`config.mk`:
```
export PLATFORM = sky130hd
export DESIGN_NAME = cv32e40p_alu_redundancy_ctrl
export DESIGN_NICKNAME = d
export VERILOG_FILES = /design/src/rtl/cv32e40p_pkg.sv /design/src/rtl/cv32e40p_ft_err_counter.sv /design/src/rtl/cv32e40p_alu_redundancy_ctrl.sv
export SDC_FILE = /design/constraint.sdc
export NUM_CORES = 1
export LEC_CHECK = 0
export ABC_CLOCK_PERIOD_IN_PS = 2600
export CAP_MARGIN = 0
export CORE_AREA = 4 4 87 97
export DETAILED_ROUTE_END_ITERATION = 12
export DIE_AREA = 0 0 91 101
export DONT_BUFFER_PORTS = 1
export HOLD_SLACK_MARGIN = 0.12
export PLACE_DENSITY = 0.4
export SLEW_MARGIN = 30
export SYNTH_ARGS = -nofsm -noshare
export SYNTH_HDL_FRONTEND = slang
export SYNTH_SLANG_ARGS = --single-unit
```
`constraint.sdc`:
```
create_clock -name clk -period 2.6 [get_ports clk]
set_input_delay 0.26 -clock clk [delete_from_list [all_inputs] [get_ports clk]]
set_output_delay 0.26 -clock clk [all_outputs]
set_load 0.01 [all_outputs]
```
`src/rtl/cv32e40p_pkg.sv`:
```
// cv32e40p_pkg: voter configuration encodings and redundancy FSM states for the replicated EX ALUs.
package cv32e40p_pkg;
  localparam logic [2:0] SEL_TMR_NOM = 3'b000;
  localparam logic [2:0] SEL_SPARE_0 = 3'b001;
  localparam logic [2:0] SEL_SPARE_1 = 3'b010;
  localparam logic [2:0] SEL_SPARE_2 = 3'b011;
  localparam logic [2:0] SEL_DMR     = 3'b100;
  localparam logic [2:0] SEL_SIMPLEX = 3'b101;
  localparam logic [2:0] SEL_FAILED  = 3'b111;
  typedef enum logic [2:0] {
    FT_TMR_NOM,
    FT_TMR_SPARE,
    FT_DMR,
    FT_SIMPLEX,
    FT_FAILED
  } alu_ft_state_e;
  // k is the faulty primary ALU that the spare replaces; only used in FT_TMR_SPARE
  function automatic logic [2:0] ft_state_sel(alu_ft_state_e s, logic [1:0] k);
    return s == FT_TMR_NOM   ? SEL_TMR_NOM :
           s == FT_TMR_SPARE ? (k == 2'd0 ? SEL_SPARE_0 : k == 2'd1 ? SEL_SPARE_1 : SEL_SPARE_2) :
           s == FT_DMR       ? SEL_DMR :
           s == FT_SIMPLEX   ? SEL_SIMPLEX : SEL_FAILED;
  endfunction
endpackage

```
`src/rtl/cv32e40p_ft_err_counter.sv`:
```
// cv32e40p_ft_err_counter: per-ALU saturating mismatch counter with threshold detect, freeze, leak decrement and clear.
module cv32e40p_ft_err_counter #(
  parameter int ERR_THRESHOLD = 4,
  parameter int CNT_W         = 3
) (
  input  logic clk,
  input  logic rst_n,
  input  logic inc,
  input  logic dec,
  input  logic clr,
  input  logic frozen,
  output logic hit
);
  logic [CNT_W-1:0] cnt;
  assign hit = inc & ~clr & ~frozen & (cnt == CNT_W'(ERR_THRESHOLD - 1));
  always_ff @(posedge clk or negedge rst_n)
    if (!rst_n) cnt <= '0;
    else if (clr) cnt <= '0;
    else if (!frozen && inc) cnt <= cnt + 1'b1;
    else if (!frozen && dec && cnt != '0) cnt <= cnt - 1'b1;
endmodule

```
`src/rtl/cv32e40p_alu_redundancy_ctrl.sv`:
```
// cv32e40p_alu_redundancy_ctrl: tracks ALU voter mismatches and reconfigures voter/clock enables at instruction boundaries.
module cv32e40p_alu_redundancy_ctrl
  import cv32e40p_pkg::*;
#(
  parameter int ERR_THRESHOLD = 4,
  parameter int CNT_W         = 3,
  parameter int LEAK_PERIOD   = 256
) (
  input  logic       clk,
  input  logic       rst_n,
  input  logic       alu_valid_i,
  input  logic [3:0] err_alu_i,
  input  logic       ex_ready_i,
  input  logic       clear_cnt_i,
  output logic [2:0] sel_mux_ex_o,
  output logic [3:0] clock_enable_alu_o,
  output logic [3:0] perm_fault_o,
  output logic       degraded_o,
  output logic       fatal_o
);
  localparam int LW = LEAK_PERIOD > 1 ? $clog2(LEAK_PERIOD) : 1;
  alu_ft_state_e state_q, state_d;
  logic [3:0]    eff, hit, en_d;
  logic [2:0]    sel_d, healthy;
  logic [1:0]    k;
  logic [LW-1:0] leak_q;
  logic          leak_fire;
  assign eff       = alu_valid_i ? err_alu_i & clock_enable_alu_o : 4'b0000;
  assign leak_fire = (LEAK_PERIOD != 0) && alu_valid_i && eff == 4'b0000 && leak_q == LW'(LEAK_PERIOD - 1);
  for (genvar i = 0; i < 4; i++) begin : g_cnt
    cv32e40p_ft_err_counter #(.ERR_THRESHOLD(ERR_THRESHOLD), .CNT_W(CNT_W)) u_cnt (
      .clk    (clk),
      .rst_n  (rst_n),
      .inc    (eff[i]),
      .dec    (leak_fire),
      .clr    (clear_cnt_i),
      .frozen (perm_fault_o[i]),
      .hit    (hit[i])
    );
  end
  // a faulty spare leaves the primary triple intact, so nominal TMR is kept
  always_comb begin
    healthy = 3'($countones(~perm_fault_o));
    k       = perm_fault_o[0] ? 2'd0 : perm_fault_o[1] ? 2'd1 : 2'd2;
    state_d = healthy == 3'd4 ? FT_TMR_NOM :
              healthy == 3'd3 ? (perm_fault_o[3] ? FT_TMR_NOM : FT_TMR_SPARE) :
              healthy == 3'd2 ? FT_DMR :
              healthy == 3'd1 ? FT_SIMPLEX : FT_FAILED;
    sel_d   = ft_state_sel(state_d, k);
    en_d    = state_d == FT_TMR_NOM ? 4'b0111 : ~perm_fault_o;
  end
  always_ff @(posedge clk or negedge rst_n)
    if (!rst_n) begin
      state_q            <= FT_TMR_NOM;
      sel_mux_ex_o       <= SEL_TMR_NOM;
      clock_enable_alu_o <= 4'b0111;
      perm_fault_o       <= 4'b0000;
      leak_q             <= '0;
    end else begin
      perm_fault_o <= perm_fault_o | hit;
      if (clear_cnt_i || eff != 4'b0000 || leak_fire) leak_q <= '0;
      else if (alu_valid_i) leak_q <= leak_q + 1'b1;
      if (ex_ready_i) begin
        state_q            <= state_d;
        sel_mux_ex_o       <= sel_d;
        clock_enable_alu_o <= en_d;
      end
    end
  assign degraded_o = state_q == FT_DMR || state_q == FT_SIMPLEX;
  assign fatal_o    = state_q == FT_FAILED;
endmodule

```
# Word level (Yosys, flattened, before mapping)
# Index checks and enable logic that the tools add are counted.
# totals
output_inout_bits,13
inputBits,9
word_cells,120
regBits,34
# op_classes
addsub,12
muxes,29
n_eq_ne,16
n_bitwise,20
reduce_logical,34
# ops
op,n
two-way mux 3 bit,18
"equality test 3 x 2 -> 1 bit, second input constant",10
nonzero test 3 bit,8
two-way mux 8 bit,2
logical AND 1 bit,14
"adder 3 x 1 -> 3 bit, second input constant",4
AND 1 bit,12
"subtractor 3 x 1 -> 3 bit, second input constant",4
two-way mux 2 bit,5
"adder 8 x 1 -> 8 bit, second input constant",1
"equality test 8 bit, second input constant",1
two-way mux 4 bit,2
"equality test 3 x 1 -> 1 bit, second input constant",2
"equality test 3 bit, second input constant",2
inverter 1 bit,5
adder 1 x 1 -> 2 bit,2
AND 4 bit,1
logical NOT 1 bit,4
logical NOT 4 bit,1
inverter 4 bit,1
OR 4 bit,1
nonzero test 4 bit,1
adder 2 x 2 -> 3 bit,1
logical NOT 3 bit,1
5 further kinds,8

# Depth between registers and ports, before layout
# Gate-level depths: netlist of run 1.
# depth
depth_word,13
mapped_depth,9
depth_no_buf,8

# By module
# From an unflattened synthesis of run 1, not the netlist that was laid out.
# hier_totals
cells_unflattened,224
area_unflattened_um2,2103.3
# by_module_without_submodules
mod,instances,seq_area_each_um2,cells_each,area_each_um2
cv32e40p_alu_redundancy_ctrl,1,554.3,116,1187.4
cv32e40p_ft_err_counter,4,75.1,27,229.0

# Worst setup path before layout of run 1
# Ideal clock, no wire load.
# synth_path
kind,reg-to-reg
startpoint,register perm_fault_o[0]
endpoint,register clock_enable_alu_o[0]
required_time_ns,2.527
setup_ns,0.073
synth_period_minus_slack_ns,2.383
n_path_buf,1
t_arrival_ns,2.310
slack_ns,0.217
path_stages_with_launch,9
path_cell_list,dfrtp_1 -> fa_1 -> inv_1 -> ha_1 -> ha_1 -> buf_2 -> or3_1 -> and3_1 -> a21oi_1
# synth_between
elab_chain_cells,10
elab_cells_between_ends,13
cone_classes,add/sub: 2; eq/ne: 4; mux: 5; bitwise: 1; reduce/logical: 1
# synth_rtl
item,line_no,rtl
from (decl),cv32e40p_alu_redundancy_ctrl.sv:17,"output logic [3:0] perm_fault_o,"
from (signal assigned),cv32e40p_alu_redundancy_ctrl.sv:60,perm_fault_o <= perm_fault_o | hit;
inverter 4 bit *,"cv32e40p_alu_redundancy_ctrl.sv:43, cv32e40p_alu_redundancy_ctrl.sv:50",
adder 1 x 1 -> 2 bit (not written as such),cv32e40p_alu_redundancy_ctrl.sv:43,healthy = 3'($countones(~perm_fault_o));
adder 2 x 2 -> 3 bit (not written as such),cv32e40p_alu_redundancy_ctrl.sv:43,
equality test 3 x 1 -> 1 bit,cv32e40p_alu_redundancy_ctrl.sv:48,healthy == 3'd1 ? FT_SIMPLEX : FT_FAILED;
two-way mux 3 bit,cv32e40p_alu_redundancy_ctrl.sv:48,
two-way mux 3 bit,cv32e40p_alu_redundancy_ctrl.sv:47,healthy == 3'd2 ? FT_DMR :
two-way mux 3 bit,cv32e40p_alu_redundancy_ctrl.sv:46,healthy == 3'd3 ? (perm_fault_o[3] ? FT_TMR_NOM : FT_TMR_SPARE) :
two-way mux 3 bit,cv32e40p_alu_redundancy_ctrl.sv:45,state_d = healthy == 3'd4 ? FT_TMR_NOM :
logical NOT 3 bit,cv32e40p_alu_redundancy_ctrl.sv:50,en_d = state_d == FT_TMR_NOM ? 4'b0111 : ~perm_fault_o;
two-way mux 4 bit *,cv32e40p_alu_redundancy_ctrl.sv:50,
to (signal assigned),cv32e40p_alu_redundancy_ctrl.sv:66,clock_enable_alu_o <= en_d;
to (decl),cv32e40p_alu_redundancy_ctrl.sv:16,"output logic [3:0] clock_enable_alu_o,"
# Mark *: on every way between the ends. The rest lies on a longest branch, timed or not.
# A chain may end at the register's enable or synchronous reset.

# Worst setup path after layout of run 1
# layout_path
startpoint,register perm_fault_o[0]
endpoint,register clock_enable_alu_o[1]
# layout_between
elab_chain_cells,10
elab_cells_between_ends,13
cone_classes,add/sub: 2; eq/ne: 4; mux: 5; bitwise: 1; reduce/logical: 1
# layout_rtl
item,line_no
inverter 4 bit *,cv32e40p_alu_redundancy_ctrl.sv:43
adder 1 x 1 -> 2 bit (not written as such) *,cv32e40p_alu_redundancy_ctrl.sv:43
adder 2 x 2 -> 3 bit (not written as such) *,cv32e40p_alu_redundancy_ctrl.sv:43
equality test 3 x 1 -> 1 bit,cv32e40p_alu_redundancy_ctrl.sv:48
two-way mux 3 bit,cv32e40p_alu_redundancy_ctrl.sv:48
two-way mux 3 bit,cv32e40p_alu_redundancy_ctrl.sv:47
two-way mux 3 bit,cv32e40p_alu_redundancy_ctrl.sv:46
two-way mux 3 bit *,cv32e40p_alu_redundancy_ctrl.sv:45
logical NOT 3 bit *,cv32e40p_alu_redundancy_ctrl.sv:50
two-way mux 4 bit *,cv32e40p_alu_redundancy_ctrl.sv:50
# Marks and branches as above.

==> results of run 1 <==
[sequential cells by signal, summed over array words and instances (netlist names)]
signal,cells
leak_q,8
state_q,3
perm_fault_o,4
g_cnt.u_cnt.cnt,12
sel_mux_ex_o,3
clock_enable_alu_o,4
[synth_stat cells, types with 5 or more instances]
library cell	instances
nor2_1	46
dfrtp_1	31
inv_1	24
nand3_1	12
mux2_2	10
nand2_1	10
ha_1	6
xnor2_1	6
xor2_1	6
a31oi_1	5
buf_4	5
fa_1	5
nor3_1	5
o211ai_1	5
[repair_timing]
item / CTS / global route
setup endpoints to repair: 0 / 0
endpoints found under the hold margin: 42 / 2
hold buffers: 4 / 1
gates resized for setup: 0 / 0
[kinds of logic after synthesis]
kind of cell,share of synthesized area (%)
AO/OA/AOI/OAI,11.9
XOR/XNOR,4.81
adder cells (fa/ha/maj),8.02
buffers and inverters,6.82
flip-flops,39.1
multiplexers,7.10
AND/OR/NAND/NOR,22.2
[cell type report]
class / instances / area (um2)
fillers: 786 / 5000
multi-input cells: 164 / 1180
flip-flops and latches: 34 / 855
well taps: 87 / 109
repair buffers: 10 / 97.6
inverters: 24 / 90.1
clock buffers: 6 / 82.6
clock inverters: 2 / 12.5
[per-layer routing]
layer	up-vias	wire, um
met3	5	305
met4	0	55
met1	790	2300
met5	-	0
li1	817	-
met2	28	2460
[worst reg2reg max path, delay by kind of cell (launching register included)]
family,cells,cell delay [ns]
buf+inv,1,0.05
compound gates,1,0.15
flops,1,0.41
simple gates,2,0.63
fa+ha+maj,3,1.03
[metrics by stage]
stage,std cells,hold slack [ns]
2_1_floorplan,232,-0.0356
6_report,327,0.124
5_1_grt,327,0.124
4_1_cts,326,0.120
3_3_place_gp,314,-0.0346
3_5_place_dp,314,-0.0344
[power by group through the flow]
stage | clock network (mW) | registers (mW) | logic, mW
4_1_cts | 0.445 | 0.678 | 0.372
3_3_place_gp | 0 | 0.688 | 0.351
3_5_place_dp | 0 | 0.689 | 0.349
5_1_grt | 0.472 | 0.686 | 0.425
2_1_floorplan | 0 | 0.673 | 0.283
6_report | 0.424 | 0.674 | 0.367
[worst max path at each step]
| stage | start | endpoint | slack (ns) | cells after the start |
|---|---|---|---|---|
| after floorplan | perm_fault_o[0] | clock_enable_alu_o[0] | 0.22 | 8 |
| after global placement | perm_fault_o[0] | sel_mux_ex_o[2] | 0.30 | 8 |
| after detailed placement | perm_fault_o[0] | sel_mux_ex_o[2] | 0.26 | 8 |
| after CTS | perm_fault_o[0] | sel_mux_ex_o[2] | 0.24 | 8 |
| after global routing | perm_fault_o[0] | sel_mux_ex_o[0] | 0.09 | 8 |
| final | perm_fault_o[0] | clock_enable_alu_o[1] | 0.26 | 7 |
==> results.sh, run 1 <==
export IMPL_dieArea_um2=9190
export IMPL_drtPass1Iterations=4
export IMPL_cts_buffer_depth=2
export IMPL_syn_area_um2=2180
export IMPL_clk_latency_ns=0.29
export IMPL_min_period_ns=2.34
export IMPL_synth_net_count=252
export IMPL_grtUsageMet3_pct=4.18
export IMPL_core_area_um2=7430
export IMPL_totalWireLength_um=5120
export IMPL_maxCapViolCount=0
export IMPL_place_area_um2=2270
export IMPL_power_mw=1.47
export IMPL_cts_buffers=5
export IMPL_overflow=0
export IMPL_grt_most_used_layer="met2"
export IMPL_synthDistinctLibCells=42
export IMPL_post_route_period_util_pct=90.1
export IMPL_wire_per_inst_um=15.6
export IMPL_layout_common_cells="nor2_1, dfrtp_1, inv_1"
export IMPL_dp_hpwl_um=3710
export IMPL_critPathMaxStageDelay_ns=0.53
export IMPL_cp_num_buf_inv=1
export IMPL_synthArstFlopShare_pct=100
export IMPL_synth_top_cell_area_share_pct=35.5
export IMPL_antenna_cells=0
export IMPL_cts_root_buf="clkbuf_8"
export IMPL_slew_viol_final=0
export IMPL_fin_area_um2=2430
export IMPL_r2r_end="clock_enable_alu_o[1]"
export IMPL_synthCells=232
export IMPL_yosys_warnings=0
export IMPL_path_common_cell="ha_1"
export IMPL_rows=33
export IMPL_use_met2_pct=20.5
export IMPL_yosysSeqAreaShare_pct=39.1
export IMPL_via_per_inst=5.02
export IMPL_clkPwrFrac_pct=29.0
export IMPL_grt_max_degree=35
export IMPL_rsz0062_at_grt="false"
export IMPL_worst_r2r_path_depth=7
export IMPL_worstPathRequired_ns=2.82
export IMPL_synth_ff_type="dfrtp_1"
export IMPL_final_util_pct=32.7
export IMPL_portBuffers=0
export IMPL_criticalPathCategory="flip-flop to flip-flop"
export IMPL_place_gp_congestion=0.688
export IMPL_met1_usage_pct=14.8
export IMPL_regToRegStartpoint="perm_fault_o[0]"
export IMPL_drcViolationCount=0
export IMPL_antenna_found_initial=0
export IMPL_status="finished clean"
export IMPL_path_cells="fa_1, inv_1, ha_1, ha_1, or3_1, and3_1, a21oi_1"
export IMPL_hp_class="input pin to flip-flop"
export IMPL_min_delay_start="ex_ready_i"
export IMPL_final_nets=259
export IMPL_synth_largest_area_cell="dfrtp_1"
export IMPL_report_final_hold_viol_count=0
export IMPL_post_cts_repair_setup_buffers=0
export IMPL_intPower_uw=976
export IMPL_post_place_ws_ns=0.259
export IMPL_cp_end_kind="flip-flop"
export IMPL_cts_tree="yes"
export IMPL_grt_pass1_wl_um=8830
export IMPL_start_util_pct=29.4
export IMPL_clkTransAtPathRegs_ns=0.08
export IMPL_p_comb_share_pct=25.1
export IMPL_yosys_register_bits=34
export IMPL_synth_edff_count=0
export IMPL_start_kind="flip-flop"
export IMPL_htreeDepth=2
export IMPL_skew_ns=0.00317
export IMPL_switching_power_uw=490
export IMPL_syn2layout_area_growth_pct=11.1
export IMPL_worst_pin_slew_ns=0.663
export IMPL_via_count=1640
export IMPL_die_x_um=91
export IMPL_crit_arrival_ns=2.56
export IMPL_pwr_density_cell_nw_per_um2=604
export IMPL_numClockSinks=34
export IMPL_drive_gt1_share_pct=13.8
export IMPL_switching_share_pct=33.4
export IMPL_fin_ws_ns=0.257
export IMPL_drtIter0Drc=40
export IMPL_setup_viol_count_final=0
export IMPL_max_slew_margin_pct=55.6
export IMPL_ant_nets=0
export IMPL_holdPathEnd="state_q[0]"
export IMPL_rrSetupSlack_ns=0.26
export IMPL_vdd_ir_drop_max_v=0.000185
export IMPL_synth_area_top_cells="dfrtp_1, nor2_1, mux2_2, fa_1, inv_1"
export IMPL_final_common_cell="nor2_1"
export IMPL_critPathSlowestCell="fa_1"
export IMPL_fin_setup_tns_ns=0
export IMPL_die_h_um=101
export IMPL_critical_path_top_delay_family="adder cells"
export IMPL_grt_use_total_pct=12.2
export IMPL_io_pins=22
export IMPL_avgSynthCellArea_um2=9.42
export IMPL_min_path_cells=2
export IMPL_p_leak_nw=1.11
export IMPL_first_global_vias=1682
export IMPL_max_freq_mhz=427
export IMPL_path_max_fanout=4
export IMPL_p_seq_share_pct=46.0
No activity file was read; power rests on OpenSTA's default activity.
==> inputs of run 2 (changes only) <==
--- a/config.mk
+++ b/config.mk
@@ -12,7 +12,9 @@
 export DIE_AREA = 0 0 91 101
 export DONT_BUFFER_PORTS = 1
 export HOLD_SLACK_MARGIN = 0.12
+export MAX_ROUTING_LAYER = met4
 export PLACE_DENSITY = 0.4
+export SETUP_SLACK_MARGIN = 0.4
 export SLEW_MARGIN = 30
 export SYNTH_ARGS = -nofsm -noshare
 export SYNTH_HDL_FRONTEND = slang
==> run 2 against run 1 <==
Against the previous run:
- sequential power about the same
- clock skew increased by 0.0037 ns
- first-iteration DRC count increased by 15%
- register-to-register slack improved by 0.25 ns
- clock power increased by 21%
- hold slack improved by 0.011 ns
- combinational power increased by 7.6%
- sequential share of layout area decreased by 0.85 points
- critical endpoint is now clock_enable_alu_o[2]
==> results.sh, run 2 (synthesis results as in run 1) <==
export IMPL_status="finished clean"
export IMPL_min_delay_start="err_alu_i[2]"
export IMPL_portBuffers=0
export IMPL_antenna_cells=0
export IMPL_htreeDepth=2
export IMPL_via_per_inst=4.97
export IMPL_dieArea_um2=9190
export IMPL_largest_register_ffs=12
export IMPL_clk_latency_ns=0.29
export IMPL_fin_area_um2=2490
export IMPL_hp_class="input pin to flip-flop"
export IMPL_dp_hpwl_um=3720
export IMPL_worstPathRequired_ns=2.82
export IMPL_start_kind="flip-flop"
export IMPL_drtIter0Drc=46
export IMPL_final_nets=258
export IMPL_report_final_hold_viol_count=0
export IMPL_holdPathEnd="perm_fault_o[2]"
export IMPL_fin_setup_tns_ns=0
export IMPL_grt_max_degree=35
export IMPL_drtPass1Iterations=4
export IMPL_regToRegStartpoint="perm_fault_o[3]"
export IMPL_grt_pass1_wl_um=8910
export IMPL_cts_buffers=5
export IMPL_first_global_vias=1713
export IMPL_setup_viol_count_final=0
export IMPL_rrSetupSlack_ns=0.50
export IMPL_place_area_um2=2290
export IMPL_final_common_cell="nor2_1"
export IMPL_numClockSinks=34
export IMPL_worst_r2r_path_depth=6
export IMPL_critPathSlowestCell="fa_1"
export IMPL_reg_top3="g_cnt.u_cnt.cnt: 12 flops, leak_q: 8 flops"
export IMPL_critical_path_top_delay_family="adder cells"
export IMPL_cts_root_buf="clkbuf_8"
export IMPL_path_max_fanout=5
export IMPL_antenna_found_initial=0
export IMPL_drcViolationCount=0
export IMPL_crit_arrival_ns=2.32
export IMPL_pwr_density_cell_nw_per_um2=637
export IMPL_rows=33
export IMPL_grt_use_total_pct=12.7
export IMPL_cts_buffer_depth=2
export IMPL_path_cells="fa_1, inv_2, ha_1, or3_4, and3_4, a21oi_2"
export IMPL_wire_per_inst_um=16.2
export IMPL_regMostFlops="g_cnt.u_cnt.cnt"
export IMPL_slew_viol_final=0
export IMPL_die_h_um=101
export IMPL_vdd_ir_drop_max_v=0.000357
export IMPL_drive_gt1_share_pct=18.0
export IMPL_r2r_end="clock_enable_alu_o[2]"
export IMPL_die_x_um=91
export IMPL_skew_ns=0.00684
export IMPL_worst_pin_slew_ns=0.684
export IMPL_place_gp_congestion=0.793
export IMPL_critPathMaxStageDelay_ns=0.56
export IMPL_syn2layout_area_growth_pct=14.0
export IMPL_core_area_um2=7430
export IMPL_cts_tree="yes"
export IMPL_ant_nets=0
export IMPL_io_pins=22
export IMPL_min_path_cells=2
export IMPL_maxCapViolCount=0
export IMPL_criticalPathCategory="flip-flop to flip-flop"
export IMPL_max_slew_margin_pct=54.2
export IMPL_cp_num_buf_inv=1
export IMPL_min_period_ns=2.10
export IMPL_totalWireLength_um=5290
export IMPL_rsz0062_at_grt="true"
export IMPL_max_freq_mhz=477
export IMPL_cp_num_cells=6
export IMPL_post_route_period_util_pct=80.7
export IMPL_via_count=1620
export IMPL_final_util_pct=33.5
export IMPL_layout_common_cells="nor2_1, dfrtp_1, inv_1"
export IMPL_cp_end_kind="flip-flop"
export IMPL_start_util_pct=29.4
export IMPL_p_leak_nw=1.12
export IMPL_clkTransAtPathRegs_ns=0.08
export IMPL_overflow=0
## run 2: per-layer routing
| metal | track usage (%) | vias to the layer above | part of all wire [%] |
|---|---|---|---|
| li1 | - | 823 | - |
| met1 | 15.4 | 771 | 47 |
| met2 | 20.8 | 19 | 48 |
| met3 | 3.29 | 7 | 3.6 |
| met4 | 3.83 | 0 | 1.2 |
| met5 | - | - | 0 |
## run 2: how the worst max path moves through the flow
| stage | start | to | slack, ns |
|---|---|---|---|
| 2_1_floorplan | perm_fault_o[1] | clock_enable_alu_o[1] | 0.39 |
| 3_3_place_gp | perm_fault_o[1] | sel_mux_ex_o[2] | 0.47 |
| 3_5_place_dp | perm_fault_o[1] | sel_mux_ex_o[2] | 0.44 |
| 4_1_cts | perm_fault_o[1] | clock_enable_alu_o[2] | 0.42 |
| 5_1_grt | perm_fault_o[3] | sel_mux_ex_o[0] | 0.40 |
| 6_report | perm_fault_o[3] | clock_enable_alu_o[2] | 0.50 |
## run 2: worst reg2reg max path, stage by stage (launching register included)
cell and delay (ns):
dfrtp_1 0.40, fa_1 0.56, inv_2 0.05, ha_1 0.34
or3_4 0.39, and3_4 0.18, a21oi_2 0.11
## run 2: repair_timing
item                       in CTS  in global routing
resized for setup               0                  7
hold buffers                    4                  0
setup endpoints to repair       0                  9
setup buffers                   0                  2
hold endpoints to repair       45                  0
## run 2: layout make-up
class	count	area, um2
clock buffers	5	68.8
inverters	24	90.1
fillers	766	4940
well taps	87	109
flip-flops and latches	34	856
repair buffers	9	87.6
clock inverters	3	45.0
multi-input cells	164	1230
## run 2: report_power, final
part           leakage [nW]  internal, mW  switching [mW]
registers             0.438         0.601          0.0738
clock network        0.0504         0.286           0.230
logic                 0.630         0.182           0.213
total                  1.12          1.07           0.516
## run 2: metrics by stage
stage	std cells	total power [mW]	hold WS, ns	setup slack [ns]
after floorplan	232	0.968	-0.0356	0.393
after global placement	312	1.05	-0.0347	0.474
after detailed placement	312	1.05	-0.0347	0.439
after CTS	324	1.60	0.129	0.415
after global routing	326	1.69	0.135	0.396
final	326	1.59	0.135	0.503
==> inputs of run 3 (changes only) <==
--- a/config.mk
+++ b/config.mk
@@ -5,11 +5,12 @@
 export SDC_FILE = /design/constraint.sdc
 export NUM_CORES = 1
 export LEC_CHECK = 0
-export ABC_CLOCK_PERIOD_IN_PS = 2600
+export ABC_AREA = 1
+export ABC_CLOCK_PERIOD_IN_PS = 2000
 export CAP_MARGIN = 0
-export CORE_AREA = 4 4 87 97
+export CORE_AREA = 4 4 86 96
 export DETAILED_ROUTE_END_ITERATION = 12
-export DIE_AREA = 0 0 91 101
+export DIE_AREA = 0 0 90 100
 export DONT_BUFFER_PORTS = 1
 export HOLD_SLACK_MARGIN = 0.12
 export MAX_ROUTING_LAYER = met4
==> constraint.sdc (replaced) <==
create_clock -name clk -period 2 [get_ports clk]
set_input_delay 0.2 -clock clk [delete_from_list [all_inputs] [get_ports clk]]
set_output_delay 0.2 -clock clk [all_outputs]
set_load 0.01 [all_outputs]
==> run 3 against run 2 <==
Against the previous run:
- the flow now finishes with violations (negative setup slack)
- largest cell class unchanged
- total power is 3.7% higher
- largest power group unchanged
- fmax grew 3.1%
- sequential power grew 21%
- flip-flop and latch count unchanged
- routed wire length is 3.6% lower
- via count increased by 4.3%
- setup slack lost 0.54 ns
- sequential share of layout area shrank 2.8 points
- highest routed layer unchanged
- first-iteration DRC count is 17% higher
- critical path depth increased by 3
- final cell count increased by 13%
- critical path type unchanged
- combinational power decreased by 19%
==> results.sh, run 3 <==
export IMPL_pwr_density_cell_nw_per_um2=607
export IMPL_synthArstFlopShare_pct=100
export IMPL_hp_class="input pin to flip-flop"
export IMPL_report_final_hold_viol_count=0
export IMPL_synth_area_top_cells="dfrtp_1, nand2_1, nor2_1, fa_1, inv_1"
export IMPL_worst_pin_slew_ns=0.568
export IMPL_grt_max_degree=35
export IMPL_skew_ns=0.00700
export IMPL_clkPwrFrac_pct=30.9
export IMPL_switching_power_uw=509
export IMPL_p_leak_nw=1.28
export IMPL_worst_r2r_path_depth=9
export IMPL_start_kind="flip-flop"
export IMPL_crit_arrival_ns=2.26
export IMPL_synth_edff_count=0
export IMPL_status="finished with violations"
export IMPL_antenna_found_initial=0
export IMPL_die_x_um=90
export IMPL_post_route_period_util_pct=102
export IMPL_htreeDepth=2
export IMPL_clk_latency_ns=0.29
export IMPL_worstPathRequired_ns=2.23
export IMPL_via_per_inst=4.58
export IMPL_holdWs_ns=0.00573
export IMPL_cts_tree="yes"
export IMPL_vdd_ir_drop_max_v=0.000254
export IMPL_rrSetupSlack_ns=-0.03
export IMPL_start_util_pct=29.2
export IMPL_yosys_warnings=0
export IMPL_dieArea_um2=9000
export IMPL_min_path_cells=1
export IMPL_drtIter0Drc=54
export IMPL_min_delay_start="ex_ready_i"
export IMPL_maxCapViolCount=0
export IMPL_via_count=1689
export IMPL_layout_common_cells="nand2_1, nor2_1, dfrtp_1"
export IMPL_core_area_um2=7310
export IMPL_switching_share_pct=31.0
export IMPL_numClockSinks=34
export IMPL_die_h_um=100
export IMPL_slew_viol_final=0
export IMPL_syn2layout_area_growth_pct=26.9
export IMPL_cts_root_buf="clkbuf_8"
export IMPL_violations="negative setup slack"
export IMPL_setup_viol_count_final=2
export IMPL_yosys_cell_count_top_type="nand2_1"
export IMPL_drcViolationCount=0
export IMPL_synth_largest_area_cell="dfrtp_1"
export IMPL_overflow=0
export IMPL_regToRegStartpoint="perm_fault_o[1]"
export IMPL_grt_use_total_pct=12.5
export IMPL_synth_net_count=277
export IMPL_max_slew_margin_pct=62.0
export IMPL_drive_gt1_share_pct=29.1
export IMPL_first_global_vias=1700
export IMPL_syn_area_um2=2130
export IMPL_rsz0062_at_grt="true"
export IMPL_synth_ff_type="dfrtp_1"
export IMPL_io_pins=22
export IMPL_final_nets=301
export IMPL_yosys_register_bits=34
export IMPL_p_seq_share_pct=49.6
export IMPL_ant_nets=0
export IMPL_intPower_mw=1.14
export IMPL_path_max_fanout=4
export IMPL_synthCells=257
export IMPL_fin_ws_ns=-0.0339
export IMPL_place_gp_congestion=0.763
export IMPL_antenna_cells=0
export IMPL_min_period_ns=2.03
export IMPL_wire_per_inst_um=13.8
export IMPL_cts_buffers=5
export IMPL_dp_hpwl_um=3600
export IMPL_synth_common_cells="nand2_1, nor2_1, dfrtp_1"
export IMPL_largest_register_ffs=12
export IMPL_rows=33
export IMPL_holdPathEnd="state_q[2]"
export IMPL_drtPass1Iterations=4
export IMPL_synth_top_cell_area_share_pct=36.3
export IMPL_max_freq_mhz=492
export IMPL_portBuffers=0
export IMPL_synthDistinctLibCells=28
export IMPL_fin_area_um2=2710
export IMPL_p_comb_share_pct=19.5
export IMPL_regMostFlops="g_cnt.u_cnt.cnt"
export IMPL_final_common_cell="nand2_1"
export IMPL_grt_pass1_wl_um=8530
export IMPL_hold_buffers=9
export IMPL_r2r_end="state_q[0]"
export IMPL_totalWireLength_um=5100
export IMPL_clkTransAtPathRegs_ns=0.07
export IMPL_cp_end_kind="flip-flop"
export IMPL_reg_top3="g_cnt.u_cnt.cnt: 12 flops, leak_q: 8 flops"
export IMPL_yosysSeqAreaShare_pct=40.0
export IMPL_place_area_um2=2280
export IMPL_avgSynthCellArea_um2=8.31
export IMPL_criticalPathCategory="flip-flop to flip-flop"
export IMPL_cts_buffer_depth=2
## run 3: stage by stage
stage	power, mW	TNS [ns]	utilization [%]	worst slack [ns]	std cells
after floorplan	1.01	0	-	0.0518	257
after global routing	1.75	-0.763	37.1	-0.128	369
final	1.64	-0.0462	37.1	-0.0339	369
after CTS	1.63	-0.0396	34.4	-0.0321	364
after detailed placement	1.06	-0.0754	31.2	-0.0497	344
after global placement	1.06	-0.0780	31.2	-0.0473	344
## run 3: worst max-delay path by stage
stage	to	from	depth (start not counted)
2_1_floorplan	sel_mux_ex_o[1]	perm_fault_o[0]	9
3_3_place_gp	sel_mux_ex_o[1]	perm_fault_o[0]	9
3_5_place_dp	sel_mux_ex_o[1]	perm_fault_o[0]	9
4_1_cts	sel_mux_ex_o[1]	perm_fault_o[0]	9
5_1_grt	state_q[0]	perm_fault_o[1]	9
6_report	state_q[0]	perm_fault_o[1]	9
## run 3: cell type report
| class | instances | area [um2] |
|---|---|---|
| Tap cell | 87 | 109 |
| Inverter | 26 | 103 |
| Clock buffer | 8 | 80.1 |
| Sequential cell | 34 | 855 |
| Timing Repair Buffer | 24 | 226 |
| Fill cell | 761 | 4600 |
| Multi-Input combinational cell | 190 | 1340 |
## run 3: logic make-up after synthesis
logic type,Yosys count,synth area share (%)
AO/OA/AOI/OAI,18,5.10
XOR/XNOR,8,3.28
adder cells (fa/ha/maj),11,8.21
buffers and inverters,33,7.15
flip-flops,34,40.0
AND/OR/NAND/NOR,153,36.2
## run 3: repair_timing
action,4_1_cts,5_1_grt
gates cloned,0,0
setup buffers,3,5
pin swaps,5,17
setup endpoints to repair,16,30
endpoints found under the hold margin,52,1
gates resized for setup,10,36
## run 3: power by group through the flow
stage	combinational, mW	clock [mW]	sequential (mW)
detailed placement	0.238	0	0.820
finish	0.321	0.508	0.816
global placement	0.235	0	0.824
CTS	0.291	0.533	0.810
global route	0.368	0.562	0.824
floorplan	0.211	0	0.803
## run 3: critical path, stage by stage (launching register included)
cell and delay (ns):
dfrtp_1 0.40, fa_1 0.55, inv_2 0.05, ha_4 0.15
ha_4 0.25, nand2_2 0.05, nand4_1 0.17, buf_4 0.20
buf_6 0.10, nand2_2 0.04
## run 3: metal layers
| layer | up-vias | routed length (um) | global-route usage [%] |
|---|---|---|---|
| met2 | 19 | 2510 | 20.2 |
| met4 | 0 | 145 | 5.89 |
| met5 | - | 0 | - |
| li1 | 854 | - | - |
| met3 | 12 | 189 | 3.45 |
| met1 | 804 | 2250 | 14.5 |
